===== src/rtl/controle_navegacao.sv =====
// Wall-following navigation controller for a cleaning robot: evaluates sensors,
// then runs one atomic action (advance, left/right turn, brush) or latches stuck.
module controle_navegacao #(
   parameter int T_REMOVE  = 4,
   parameter int MAX_GIROS = 4
) (
   input  logic       clockc3,
   input  logic       reset,
   input  logic       enable,
   input  logic       head,
   input  logic       left,
   input  logic       under,
   output logic       girar,
   output logic       avancar,
   output logic       remover,
   output logic       preso,
   output logic [2:0] estado,
   output logic [7:0] passos
);

   typedef enum logic [2:0] {
      IDLE     = 3'b000,
      AVALIA   = 3'b001,
      AVANCA   = 3'b010,
      GIRA_ESQ = 3'b011,
      GIRA_DIR = 3'b100,
      REMOVE   = 3'b101,
      PRESO    = 3'b110
   } state_t;

   localparam logic [2:0] GirosMax  = 3'(MAX_GIROS);
   localparam logic [3:0] RemoveEnd = 4'(T_REMOVE - 1);

   state_t     state_q, state_d;
   logic [7:0] passos_q, passos_d;
   logic [2:0] giros_q, giros_d;
   logic       ignoraEsq_q, ignoraEsq_d;
   logic [1:0] giroCnt_q, giroCnt_d;
   logic [3:0] remCnt_q, remCnt_d;
   logic [2:0] girosInc;

   always_ff @(posedge clockc3 or posedge reset) begin
      if (reset) begin
         state_q     <= IDLE;
         passos_q    <= 8'd0;
         giros_q     <= 3'd0;
         ignoraEsq_q <= 1'b0;
         giroCnt_q   <= 2'd0;
         remCnt_q    <= 4'd0;
      end else begin
         state_q     <= state_d;
         passos_q    <= passos_d;
         giros_q     <= giros_d;
         ignoraEsq_q <= ignoraEsq_d;
         giroCnt_q   <= giroCnt_d;
         remCnt_q    <= remCnt_d;
      end
   end

   // Turns count toward the stuck limit; the counter saturates so it never wraps past it.
   assign girosInc = (giros_q == GirosMax) ? giros_q : giros_q + 3'd1;

   always_comb begin
      state_d     = state_q;
      passos_d    = passos_q;
      giros_d     = giros_q;
      ignoraEsq_d = ignoraEsq_q;
      giroCnt_d   = giroCnt_q;
      remCnt_d    = remCnt_q;
      case (state_q)
         IDLE: begin
            if (enable) state_d = AVALIA;
         end
         AVALIA: begin
            if (!enable)                   state_d = IDLE;
            else if (under)                state_d = REMOVE;
            else if (!left && !ignoraEsq_q) state_d = GIRA_ESQ;
            else if (!head)                state_d = AVANCA;
            else                           state_d = GIRA_DIR;
         end
         AVANCA: begin
            passos_d    = passos_q + 8'd1;
            giros_d     = 3'd0;
            ignoraEsq_d = 1'b0;
            state_d     = AVALIA;
         end
         GIRA_ESQ: begin
            ignoraEsq_d = 1'b1;
            giros_d     = girosInc;
            state_d     = (girosInc == GirosMax) ? PRESO : AVALIA;
         end
         GIRA_DIR: begin
            if (giroCnt_q == 2'd2) begin
               giroCnt_d   = 2'd0;
               giros_d     = girosInc;
               ignoraEsq_d = 1'b0;
               state_d     = (girosInc == GirosMax) ? PRESO : AVALIA;
            end else begin
               giroCnt_d = giroCnt_q + 2'd1;
            end
         end
         REMOVE: begin
            if (remCnt_q == RemoveEnd) begin
               remCnt_d = 4'd0;
               state_d  = AVALIA;
            end else begin
               remCnt_d = remCnt_q + 4'd1;
            end
         end
         PRESO: begin
            if (!enable) begin
               state_d     = IDLE;
               giros_d     = 3'd0;
               ignoraEsq_d = 1'b0;
            end
         end
         default: state_d = IDLE;
      endcase
   end

   // Action outputs come straight from the state register so sensors never glitch them.
   assign girar   = (state_q == GIRA_ESQ) || (state_q == GIRA_DIR);
   assign avancar = (state_q == AVANCA);
   assign remover = (state_q == REMOVE);
   assign preso   = (state_q == PRESO);
   assign estado  = state_q;
   assign passos  = passos_q;

endmodule


===== config.mk =====
export PLATFORM = sky130hd
export DESIGN_NAME = controle_navegacao
export DESIGN_NICKNAME = d
export VERILOG_FILES = /design/src/rtl/controle_navegacao.sv
export SDC_FILE = /design/constraint.sdc
export NUM_CORES = 1
export LEC_CHECK = 0
export BUFFER_PORTS_ARGS = -buffer_cell sky130_fd_sc_hd__buf_2
export CELL_PAD_IN_SITES_DETAIL_PLACEMENT = 1
export CELL_PAD_IN_SITES_GLOBAL_PLACEMENT = 1
export CORE_ASPECT_RATIO = 1.1
export CORE_UTILIZATION = 42
export CTS_CLUSTER_DIAMETER = 100
export DETAILED_ROUTE_END_ITERATION = 6
export PLACE_DENSITY = 0.84
export SLEW_MARGIN = 20
export SYNTH_ARGS = -nofsm -noshare
export SYNTH_HDL_FRONTEND = slang
export SYNTH_SLANG_ARGS = --single-unit

===== constraint.sdc =====
create_clock -name clockc3 -period 2.3 [get_ports clockc3]
set_input_delay 0 -clock clockc3 [delete_from_list [all_inputs] [get_ports clockc3]]
set_output_delay 0 -clock clockc3 [all_outputs]
set_load 0.01 [all_outputs]

==> metrics.md <==
| Metric | Value |
|---|---|
| Result of the run | `complete, no violations` |
| Final hold violation count | `0` |
| Via count of the first global-routing pass | `roughly 950` |
| Cell area after synthesis | `roughly 0.0011 mm2` |
| Total wire length after detailed routing | `~2500 um` |
| Required time at the worst-slack endpoint | `between 2 and 3 ns` |
| Total power density per cell area | `a little over 1000 mW/mm2` |
| Slack of the worst reg-to-reg path | `~0.33 ns` |
| Average routed wire per standard cell | `~15 um` |
| Setup bufs post-CTS | `0` |
| Largest fanout on the critical path | `6` |
| Least-Margin Pin Slew | `roughly 0.80 ns` |
| CTS clock-pin slew for the worst setup and hold paths | `0.11 ns` |
| EDFF count, synth | `0` |
| Share of the yosys chip area belonging to registers | `about 46%` |
| Number of endpoints failing setup at the final stage | `0` |
| Dpl cells | `approximately 160` |
| Final worst clock skew | `between 0.004 and 0.005 ns` |
| Post-route insts no fill | `around 160` |
| Met2 routed WL | `roughly 1300 um` |
| Diodes inserted | `0` |
| Share of the synthesized area in the top cell type | `approximately 46%` |
| Top Ports | `21` |
| Via count of the routed design | `between 900 and 1k` |
| Post-DR vias/cell | `between 5 and 6` |
| Layout net count | `around 140` |
| Number of buffers created by CTS | `3` |
| Clk sink count | `21` |
| Later-pin clock latency in the skew report | `approximately 0.3 ns` |
| Proportion of layout cells with a drive suffix above 1 | `around a quarter` |
| Largest net degree at the start of global routing | `22` |
| Cells taking the most area after synthesis | `sky130_fd_sc_hd__dfrtp_1 (46%), sky130_fd_sc_hd__ha_1 (4.4%), sky130_fd_sc_hd__nand2_1 (3.9%)` |
| Fin worst setup slack | `~0.33 ns` |
| Met3 routed WL | `~90 um` |
| Total number of H-tree levels | `1` |
| Number of buffers between clock root and the deepest sink | `2` |
| Final non-filler cell area | `0.001290 mm2` |
| Clock tree from TritonCTS | `built` |
| Flip-flop and latch count after synthesis | `21` |
| First-pass GRT wire length | `around 4300 um` |
| Number of rows in the core area | `19` |
| Die outline width | `~52 um` |
| Critical path class | `reg -> reg` |
| Sequential cell area | `525.5 um2` |
| Post-Place Setup Slack | `approximately 0.34 ns` |
| All-Layer GR Usage | `about a fifth` |
| Sort of element at the end of the critical path | `flip-flop` |
| Data arrival time of the critical path | `between 2 and 2.5 ns` |
| Total negative slack for setup checks | `0 ns` |
| Number of buffer cells added on primary ports | `20` |
| Area of the placeable core | `between 0.002 and 0.003 mm2` |
| CTS root buffer | `sky130_fd_sc_hd__clkbuf_4` |
| Routability-driven placement congestion ratio | `0.7747` |
| Nets in the synthesized netlist | `120` |
| Unrepaired setup endpoints after global routing | `no` |
| Top routing layer in use | `met4` |
| Crit path time final | `just under 2 ns` |
| Final-report max-slew violation count | `0` |
| Lkg Pwr | `0.6405 nW` |
| Die area | `between 0.002 and 0.003 mm2` |
| Worst hold-check path type | `in -> reg` |
| HPWL after detailed placement | `1889 um` |
| Number of violations reported at the end of detailed-routing iteration 0 | `5` |
| Worst slew margin | `a little under half` |
| Predominant post-synthesis flop cell | `sky130_fd_sc_hd__dfrtp_1` |
| Routed metal-1 wirelength | `1119 um` |
| Average cell area after synthesis | `~10 um2` |
| Die H | `around 57 um` |
| Count of filler cells inserted in the layout | `300` |
| Achievable frequency | `between 0.5 and 0.6 GHz` |
| Startpoint Class | `flip-flop` |
| Yosys warning count | `0` |
| Gate count after technology mapping | `110` |
| Distinct cell type count after synthesis | `between 40 and 50` |
| Number of violations of the max-capacitance limit | `0` |
| Leading area contributor after synthesis | `sky130_fd_sc_hd__dfrtp_1` |
| Core Util, Final | `50.71%` |
| Share of the clock period used by the worst path | `85.79%` |
| Layout-stage area growth over the synthesis result | `12.43%` |
| Initial core utilization | `between 40% and 50%` |
| Placed Area | `roughly 0.0012 mm2` |
| Area occupied by multi-input gates | `556.8 um2` |
| First-pass DRT Iterations | `4` |
| FFs w/ async S/R, synth | `100.0%` |
| Worst-case vdd ir drop | `approximately 0.52 mV` |
| DRC viols | `0` |
| Remaining antenna violation count after routing | `0` |
| Total congestion overflow after global routing | `0` |
| Number of antenna violations at the first check in global routing | `0` |
==> registers in the layout, summed over array words and instances, names as in the netlist <==
| register | count |
|---|---|
| giros_q | 3 |
| estado | 3 |
| ignoraEsq_q | 1 |
| passos | 8 |
| remCnt_q | 4 |
| giroCnt_q | 2 |
==> stage by stage <==
stage / power [W] / hold WS [ns]
2_1_floorplan: 0.001009 / -0.02347
3_3_place_gp: 0.001096 / 0.1774
3_5_place_dp: 0.001142 / 0.1959
4_1_cts: 0.001325 / 0.09037
5_1_grt: 0.001424 / 0.1166
6_report: 0.001311 / 0.09246
==> report_power, final <==
part	internal, W	leakage, nW	switching [W]	total [W]
Combinational	0.000255	0.350	0.000284	0.000539
Sequential	0.000461	0.276	0.000129	0.000590
Clock	0.0000676	0.0150	0.000114	0.000182
==> metal layers <==
layer / vias up / track usage (%)
li1: 435 / -
met1: 449 / 25.04
met2: 21 / 32.78
met3: 4 / 2.168
met4: 0 / 7.336
met5: - / 0
==> worst max-delay path, stage by stage (launching register included) <==
cell and delay [ns]:
sky130_fd_sc_hd__dfrtp_1 0.44, sky130_fd_sc_hd__inv_1 0.09, sky130_fd_sc_hd__ha_1 0.25, sky130_fd_sc_hd__or3b_1 0.36
sky130_fd_sc_hd__a311oi_1 0.48, sky130_fd_sc_hd__nand2_1 0.13, sky130_fd_sc_hd__o21ai_1 0.16
==> Yosys cell counts, types with 2 or more instances <==
library cell	count
sky130_fd_sc_hd__dfrtp_1	21
sky130_fd_sc_hd__nand2_1	12
sky130_fd_sc_hd__inv_1	6
sky130_fd_sc_hd__o21ai_0	5
sky130_fd_sc_hd__xnor2_1	5
sky130_fd_sc_hd__ha_1	4
sky130_fd_sc_hd__nand3_1	4
sky130_fd_sc_hd__a21oi_1	3
sky130_fd_sc_hd__a31oi_1	3
sky130_fd_sc_hd__nor2_1	3
sky130_fd_sc_hd__xor2_1	3
sky130_fd_sc_hd__a21o_1	2
sky130_fd_sc_hd__and2_2	2
sky130_fd_sc_hd__and4_1	2
sky130_fd_sc_hd__clkbuf_8	2
sky130_fd_sc_hd__mux2_2	2
sky130_fd_sc_hd__nand2b_1	2
sky130_fd_sc_hd__nand4_1	2
sky130_fd_sc_hd__o21a_1	2
sky130_fd_sc_hd__o21ai_1	2
sky130_fd_sc_hd__o22ai_1	2
sky130_fd_sc_hd__or3b_4	2
==> kinds of logic after synthesis <==
logic type	Yosys count	share of synthesized area (%)
AND/OR/NAND/NOR	38	20.39
AO/OA/AOI/OAI	26	14.83
flip-flops	21	45.80
buffers and inverters	10	5.670
XOR/XNOR	8	6.107
adder cells (fa/ha/maj)	4	4.362
multiplexers	3	2.835
==> cell usage in the layout (no fill, tap or decap), types with 2 or more instances in the layout <==
cell / count
sky130_fd_sc_hd__a21o_1: 2
sky130_fd_sc_hd__nand4_1: 2
sky130_fd_sc_hd__o21ai_1: 2
sky130_fd_sc_hd__o22ai_1: 2
sky130_fd_sc_hd__xor2_1: 3
sky130_fd_sc_hd__nand2b_1: 2
sky130_fd_sc_hd__dlygate4sd3_1: 2
sky130_fd_sc_hd__o21a_1: 2
sky130_fd_sc_hd__buf_2: 20
sky130_fd_sc_hd__inv_1: 6
sky130_fd_sc_hd__clkbuf_4: 3
sky130_fd_sc_hd__nand3_1: 4
sky130_fd_sc_hd__and2_2: 2
sky130_fd_sc_hd__dfrtp_1: 21
sky130_fd_sc_hd__nand2_1: 12
sky130_fd_sc_hd__mux2_2: 2
sky130_fd_sc_hd__or3b_4: 2
sky130_fd_sc_hd__xnor2_1: 5
sky130_fd_sc_hd__o21ai_0: 5
sky130_fd_sc_hd__ha_1: 4
sky130_fd_sc_hd__nor2_1: 3
sky130_fd_sc_hd__a21oi_1: 3
sky130_fd_sc_hd__a31oi_1: 3
sky130_fd_sc_hd__and4_1: 2
==> cell type report <==
| class | count | share of cell area, % |
|---|---|---|
| clock buffers | 4 | 2.037 |
| inverters | 6 | 1.746 |
| multi-input cells | 79 | 43.16 |
| flip-flops and latches | 21 | 40.74 |
| well taps | 31 | 3.007 |
| repair buffers | 22 | 9.311 |
==> worst paths after layout <==
path / from / to / cells after the start
worst max-delay path: giros_q[0] / estado[1] / 6
worst min-delay path: under / estado[2] / 3
worst max register to register: giros_q[0] / estado[1] / 6
worst min register to register: passos[7] / passos[7] / 1
max in group asynchronous: reset / estado[1] / 3
min in group asynchronous: reset / passos[1] / 3
==> timing repair <==
action,4_1_cts,5_1_grt
endpoints found under the hold margin,22,0
resized for setup,0,0
hold buffers,2,0
(Power assumes the default switching activity.)
